File: src/rtl/mc_pkg.sv
// Shared encodings for the multicycle controller, ALU control and datapath.
package mc_pkg;

  localparam int OP_W_DEF = 6;

  localparam logic [5:0] OPC_RTYPE = 6'h00;
  localparam logic [5:0] OPC_LW    = 6'h23;
  localparam logic [5:0] OPC_SW    = 6'h2B;
  localparam logic [5:0] OPC_BEQ   = 6'h04;
  localparam logic [5:0] OPC_J     = 6'h02;

  typedef enum logic [3:0] {
    S_FETCH  = 4'd0,
    S_DECODE = 4'd1,
    S_MEMADR = 4'd2,
    S_MEMRD  = 4'd3,
    S_MEMWB  = 4'd4,
    S_MEMWR  = 4'd5,
    S_EXEC   = 4'd6,
    S_ALUWB  = 4'd7,
    S_BRANCH = 4'd8,
    S_JUMP   = 4'd9
  } state_t;

  // alu_src_b select codes
  localparam logic [1:0] SRCB_B       = 2'b00;
  localparam logic [1:0] SRCB_FOUR    = 2'b01;
  localparam logic [1:0] SRCB_IMM     = 2'b10;
  localparam logic [1:0] SRCB_IMM_SL2 = 2'b11;

  // alu_opp codes
  localparam logic [1:0] ALUOP_ADD    = 2'b00;
  localparam logic [1:0] ALUOP_SUB    = 2'b01;
  localparam logic [1:0] ALUOP_FUNCT  = 2'b10;

  // pc_source codes
  localparam logic [1:0] PCSRC_ALU    = 2'b00;
  localparam logic [1:0] PCSRC_ALUOUT = 2'b01;
  localparam logic [1:0] PCSRC_JUMP   = 2'b10;

  typedef struct packed {
    logic       pc_write;
    logic       pc_write_cond;
    logic       iord;
    logic       mem_read;
    logic       mem_write;
    logic       ir_write;
    logic       reg_dst;
    logic       mem_to_reg;
    logic       reg_write;
    logic       alu_src_a;
    logic [1:0] alu_src_b;
    logic [1:0] alu_opp;
    logic [1:0] pc_source;
  } ctrl_t;

endpackage

File: src/rtl/mc_next_state.sv
// Combinational next-state decode for the multicycle controller.
module mc_next_state
  import mc_pkg::*;
#(
  parameter int              OP_W     = OP_W_DEF,
  parameter logic [OP_W-1:0] OP_RTYPE = OP_W'(OPC_RTYPE),
  parameter logic [OP_W-1:0] OP_LW    = OP_W'(OPC_LW),
  parameter logic [OP_W-1:0] OP_SW    = OP_W'(OPC_SW),
  parameter logic [OP_W-1:0] OP_BEQ   = OP_W'(OPC_BEQ),
  parameter logic [OP_W-1:0] OP_J     = OP_W'(OPC_J)
) (
  input  state_t          state,
  input  logic [OP_W-1:0] opcode,
  output state_t          state_next
);

  // opcode is only consulted in DECODE and MEMADR
  always_comb begin
    state_next = S_FETCH;
    case (state)
      S_FETCH:  state_next = S_DECODE;
      S_DECODE: begin
        if (opcode == OP_LW || opcode == OP_SW) state_next = S_MEMADR;
        else if (opcode == OP_RTYPE)            state_next = S_EXEC;
        else if (opcode == OP_BEQ)              state_next = S_BRANCH;
        else if (opcode == OP_J)                state_next = S_JUMP;
        else                                    state_next = S_FETCH;
      end
      S_MEMADR: begin
        if (opcode == OP_LW)      state_next = S_MEMRD;
        else if (opcode == OP_SW) state_next = S_MEMWR;
        else                      state_next = S_FETCH;
      end
      S_MEMRD:  state_next = S_MEMWB;
      S_EXEC:   state_next = S_ALUWB;
      default:  state_next = S_FETCH;
    endcase
  end

endmodule

File: src/rtl/multicycle_control.sv
// Moore control FSM for a multicycle MIPS-style datapath.
module multicycle_control
  import mc_pkg::*;
#(
  parameter int              OP_W     = OP_W_DEF,
  parameter logic [OP_W-1:0] OP_RTYPE = OP_W'(OPC_RTYPE),
  parameter logic [OP_W-1:0] OP_LW    = OP_W'(OPC_LW),
  parameter logic [OP_W-1:0] OP_SW    = OP_W'(OPC_SW),
  parameter logic [OP_W-1:0] OP_BEQ   = OP_W'(OPC_BEQ),
  parameter logic [OP_W-1:0] OP_J     = OP_W'(OPC_J)
) (
  input  logic            clk,
  input  logic            rst,
  input  logic [OP_W-1:0] opcode,
  input  logic            zeroflag,
  output logic            pc_en,
  output logic            iord,
  output logic            mem_read,
  output logic            mem_write,
  output logic            ir_write,
  output logic            reg_dst,
  output logic            mem_to_reg,
  output logic            reg_write,
  output logic            alu_src_a,
  output logic [1:0]      alu_src_b,
  output logic [1:0]      alu_opp,
  output logic [1:0]      pc_source,
  output logic [3:0]      state_o
);

  state_t state;
  state_t state_next;
  ctrl_t  ctrl_q;
  logic   rst_hold;

  mc_next_state #(
    .OP_W    (OP_W),
    .OP_RTYPE(OP_RTYPE),
    .OP_LW   (OP_LW),
    .OP_SW   (OP_SW),
    .OP_BEQ  (OP_BEQ),
    .OP_J    (OP_J)
  ) u_next (
    .state     (state),
    .opcode    (opcode),
    .state_next(state_next)
  );

  function automatic ctrl_t decode(input state_t s);
    ctrl_t c;
    c = '0;
    case (s)
      S_FETCH: begin
        c.mem_read  = 1'b1;
        c.ir_write  = 1'b1;
        c.alu_src_b = SRCB_FOUR;
        c.alu_opp   = ALUOP_ADD;
        c.pc_source = PCSRC_ALU;
        c.pc_write  = 1'b1;
      end
      S_DECODE: begin
        c.alu_src_b = SRCB_IMM_SL2;
        c.alu_opp   = ALUOP_ADD;
      end
      S_MEMADR: begin
        c.alu_src_a = 1'b1;
        c.alu_src_b = SRCB_IMM;
        c.alu_opp   = ALUOP_ADD;
      end
      S_MEMRD: begin
        c.mem_read = 1'b1;
        c.iord     = 1'b1;
      end
      S_MEMWB: begin
        c.reg_write  = 1'b1;
        c.mem_to_reg = 1'b1;
      end
      S_MEMWR: begin
        c.mem_write = 1'b1;
        c.iord      = 1'b1;
      end
      S_EXEC: begin
        c.alu_src_a = 1'b1;
        c.alu_src_b = SRCB_B;
        c.alu_opp   = ALUOP_FUNCT;
      end
      S_ALUWB: begin
        c.reg_write = 1'b1;
        c.reg_dst   = 1'b1;
      end
      S_BRANCH: begin
        c.alu_src_a     = 1'b1;
        c.alu_src_b     = SRCB_B;
        c.alu_opp       = ALUOP_SUB;
        c.pc_source     = PCSRC_ALUOUT;
        c.pc_write_cond = 1'b1;
      end
      S_JUMP: begin
        c.pc_source = PCSRC_JUMP;
        c.pc_write  = 1'b1;
      end
      default: ;
    endcase
    return c;
  endfunction

  // State and output registers. Outputs are decoded from the state being
  // entered so they always match the state register. rst_hold keeps the
  // machine in FETCH for the first cycle after reset so that cycle presents
  // FETCH outputs instead of skipping straight to DECODE.
  always_ff @(posedge clk) begin
    if (rst) begin
      state    <= S_FETCH;
      ctrl_q   <= '0;
      rst_hold <= 1'b1;
    end else if (rst_hold) begin
      state    <= S_FETCH;
      ctrl_q   <= decode(S_FETCH);
      rst_hold <= 1'b0;
    end else begin
      state    <= state_next;
      ctrl_q   <= decode(state_next);
    end
  end

  // PC enable: unconditional write or taken branch, same cycle as zeroflag
  always_comb begin
    pc_en = ctrl_q.pc_write | (ctrl_q.pc_write_cond & zeroflag);
  end

  assign iord       = ctrl_q.iord;
  assign mem_read   = ctrl_q.mem_read;
  assign mem_write  = ctrl_q.mem_write;
  assign ir_write   = ctrl_q.ir_write;
  assign reg_dst    = ctrl_q.reg_dst;
  assign mem_to_reg = ctrl_q.mem_to_reg;
  assign reg_write  = ctrl_q.reg_write;
  assign alu_src_a  = ctrl_q.alu_src_a;
  assign alu_src_b  = ctrl_q.alu_src_b;
  assign alu_opp    = ctrl_q.alu_opp;
  assign pc_source  = ctrl_q.pc_source;
  assign state_o    = state;

endmodule

File: config.mk
export PLATFORM = sky130hd
export DESIGN_NAME = multicycle_control
export DESIGN_NICKNAME = d
export VERILOG_FILES = /design/src/rtl/mc_pkg.sv /design/src/rtl/mc_next_state.sv /design/src/rtl/multicycle_control.sv
export SDC_FILE = /design/constraint.sdc
export NUM_CORES = 1
export LEC_CHECK = 0
export CAP_MARGIN = 25
export CELL_PAD_IN_SITES_DETAIL_PLACEMENT = 1
export CELL_PAD_IN_SITES_GLOBAL_PLACEMENT = 2
export CORE_UTILIZATION = 30
export CTS_BUF_LIST = sky130_fd_sc_hd__clkbuf_2 sky130_fd_sc_hd__clkbuf_4 sky130_fd_sc_hd__clkbuf_8
export DETAILED_ROUTE_END_ITERATION = 8
export GPL_ROUTABILITY_DRIVEN = 1
export GPL_TIMING_DRIVEN = 0
export HOLD_SLACK_MARGIN = 0.02
export PLACE_DENSITY_LB_ADDON = 0.1
export SLEW_MARGIN = 20
export SYNTH_ARGS = -nofsm -noshare
export SYNTH_HDL_FRONTEND = slang
export SYNTH_SLANG_ARGS = --single-unit
File: constraint.sdc
create_clock -name clk -period 2.45 [get_ports clk]
set_clock_uncertainty 0.05 [all_clocks]
set_input_delay 0.49 -clock clk [delete_from_list [all_inputs] [get_ports clk]]
set_output_delay 0.49 -clock clk [all_outputs]
set_load 0.02 [all_outputs]
==> run metrics <==
Ports 28; wire length of the first global-routing pass 3560 um; area of all placed cells without fillers 1252 um2; Mapped Avg Cell Area between 9 and 10 um2; number of non-filler instances in the completed layout between 150 and 200; DRC Markers 4; Overall Global Routing Usage 0.1433; Worst Tran Pin Value about 0.44 ns; vias in the first global route roughly 780; layout-stage area growth over the synthesis result 39.03%; failing checks design-rule violations; number of detailed-route iterations in the first pass 6; Routed Wire Length around 2100 um; via count about 770; routed len/inst around 13 um; count of routing violations after the opening detailed-route iteration 16; relative slew slack 0.7071; core box area 2805 um2; portion of synthesized cell area occupied by the leading cell type 0.4444; sink of the worst hold path alu_src_b[0]$_SDFF_PP0_; Die H approximately 57 um; cell internal power dissipation about 540 uW; number of gates given a new drive strength after cts 0; HPWL after detailed placement 1571 um; fraction of final layout cells sized beyond drive strength 1 0.1760; sum of overflow across all layers after global routing 0; total negative setup slack 0 ns; Final setup viols 0; number of unique standard cell types used by synthesis 37; part of the power in registers 0.494; starting density of the core 0.3211; clock latency on the worst-skew pair roughly 0.3 ns; clk slew on worst S/H paths 0.12 ns; net switching power of the design approximately 150 uW; share of the clock period used by the worst path 0.8907; CTS Hold Buffers Added 0; # port buffers 26; final antenna-violating net count 0; Cells on Worst Hold Path 2; net switching fraction of the power 0.2156; vias per inst ~5; capturing element type of the critical path output pin; clock tree root buffer cell sky130_fd_sc_hd__clkbuf_4; number of cells produced by synthesis 95; register-to-register setup slack about 0.58 ns; number of hold violations in the final report 0; Mapped Nets between 100 and 150; number of flops mapped to enable cells by yosys 0; largest net degree at the start of global routing 13; CP required roughly 1.9 ns; width of the die between 50 and 60 um; Max Clock Freq 458.2 MHz; Register-to-Register Path Depth 6; critical path startpoint category primary input; Sequential Area about 400 um2; worst-case clock buffer depth 2; row count 19; biggest fanout along the worst timing path 1; Die Area between 3000 and 4000 um2; worst endpoint data arrival time ~1.6 ns; part of the power in the clock network 0.397; area taken by multi-input logic gates between 400 and 500 um2; placement-stage cell area roughly 1200 um2; count of pins over their slew limit 0; highest ir drop seen on vdd 0.2027 mV; filler cell count in the final layout 340; post-synthesis instance area roughly 900 um2; Hold/Removal Path Class flop to flop; number of flip-flops in the largest register 4; antenna violations before repair 0; path type of the worst setup path primary input to output pin; clk sink count 20; clock tree from TritonCTS built; dominant cells by area after synthesis sky130_fd_sc_hd__dfxtp_1 (44%), sky130_fd_sc_hd__buf_4 (5.0%), sky130_fd_sc_hd__a21oi_1 (3.9%); yosys synthesis warning count 0; Max Cap Violations 0; count of placed standard cells including taps roughly 150; Post-CTS Repair Setup Buffers 0; number of clock buffers inserted by TritonCTS 3; top_reg_cell synth sky130_fd_sc_hd__dfxtp_1; power per cell area about 550 nW/um2; Post-layout nets approximately 140; library cell with the largest summed area after synthesis sky130_fd_sc_hd__dfxtp_1; min-delay src rst_hold$_DFF_P_; post-synthesis async set-or-reset flop share 0; total number of H-tree levels 1; diodes inserted 0; reg-to-reg endpoint ctrl_q[15]$_SDFF_PP0_; GPL Wtd Cong 0.8174; register area share after synthesis 0.4444; reported leakage power around 0.49 nW; Reg-to-Reg Start state_o[1]$_SDFF_PP0_; time the worst path needs with I/O delays and setup 2.182 ns; unrepaired setup endpoints after global routing no; result of the run finished, violations left; number of synthesized register bits 20; Combinational Power Share 0.109
cells by family after synthesis:
family,Yosys count,synth area share
AO/OA/AOI/OAI,22,0.1736
flip-flops,20,0.4444
adder cells (fa/ha/maj),1,0.01111
buffers and inverters,13,0.08193
XOR/XNOR,2,0.01945
AND/OR/NAND/NOR,37,0.2695
layer usage:
| metal | vias up | global-route usage | share of wire |
|---|---|---|---|
| met2 | 19 | 0.2245 | 0.44 |
| met1 | 362 | 0.1994 | 0.52 |
| met3 | 2 | 0.02765 | 0.038 |
| li1 | 389 | - | - |
| met4 | 0 | 0.04181 | 0.0082 |
| met5 | - | 0 | 0 |
area by class of cell:
class	count	share of cell area
Timing Repair Buffer	26	0.2078
Clock inverter	1	0.02398
Sequential cell	20	0.3197
Inverter	4	0.01199
Tap cell	31	0.03097
Multi-Input combinational cell	62	0.3407
Buffer	9	0.04695
Clock buffer	3	0.01798
Yosys cell counts (2+ instances only):
cell type and count:
sky130_fd_sc_hd__dfxtp_1 20, sky130_fd_sc_hd__nor3_1 6, sky130_fd_sc_hd__nand3_1 3, sky130_fd_sc_hd__inv_1 4
sky130_fd_sc_hd__a21oi_1 7, sky130_fd_sc_hd__a21o_1 2, sky130_fd_sc_hd__nand2_1 4, sky130_fd_sc_hd__or2_1 3
sky130_fd_sc_hd__o211ai_1 2, sky130_fd_sc_hd__nor2b_1 2, sky130_fd_sc_hd__buf_4 6, sky130_fd_sc_hd__buf_2 2
sky130_fd_sc_hd__or3_4 2, sky130_fd_sc_hd__o21ai_1 3, sky130_fd_sc_hd__nor2_1 6, sky130_fd_sc_hd__a31oi_1 2
worst max path at each step:
stage,start,slack (ns),end
2_1_floorplan,opcode[3],0.70,pc_source[1]$_SDFF_PP0_
3_3_place_gp,opcode[3],0.01,pc_source[1]$_SDFF_PP0_
3_5_place_dp,opcode[3],-0.002,pc_source[1]$_SDFF_PP0_
4_1_cts,zeroflag,0.26,pc_en
5_1_grt,zeroflag,0.23,pc_en
6_report,zeroflag,0.27,pc_en
power by group through the flow:
stage / sequential [mW] / combinational (mW) / clock (mW)
final: 0.338 / 0.0744 / 0.271
after global routing: 0.339 / 0.0803 / 0.290
after CTS: 0.338 / 0.0749 / 0.277
after detailed placement: 0.345 / 0.0746 / 0
after global placement: 0.345 / 0.0740 / 0
after floorplan: 0.348 / 0.0366 / 0
layout by cell type, fill, tap and decap left out, types with 4 or more instances in the layout:
cell type	synthesis	final
sky130_fd_sc_hd__nand2_1	4	4
sky130_fd_sc_hd__dfxtp_1	20	20
sky130_fd_sc_hd__clkdlybuf4s50_1	0	26
sky130_fd_sc_hd__nor2_1	6	6
sky130_fd_sc_hd__a21oi_1	7	7
sky130_fd_sc_hd__inv_1	4	4
sky130_fd_sc_hd__nor3_1	6	6
sky130_fd_sc_hd__buf_4	6	6
metrics by stage:
stage | util | total power [mW] | setup slack [ns] | hold WS, ns
after global routing | 0.4465 | 0.7098 | 0.2299 | 0.5195
after global placement | 0.4277 | 0.4190 | 0.01139 | 0.4514
after floorplan | - | 0.3846 | 0.7050 | 0.4098
final | 0.4465 | 0.6831 | 0.2678 | 0.4838
after detailed placement | 0.4277 | 0.4196 | -0.002148 | 0.4583
after CTS | 0.4465 | 0.6894 | 0.2643 | 0.4787
worst max-delay path, stage by stage:
cell and delay, ns:
sky130_fd_sc_hd__clkdlybuf4s50_1 0.46, sky130_fd_sc_hd__a21o_1 0.10, sky130_fd_sc_hd__clkdlybuf4s50_1 0.59
No activity file was read; power rests on OpenSTA's default activity.
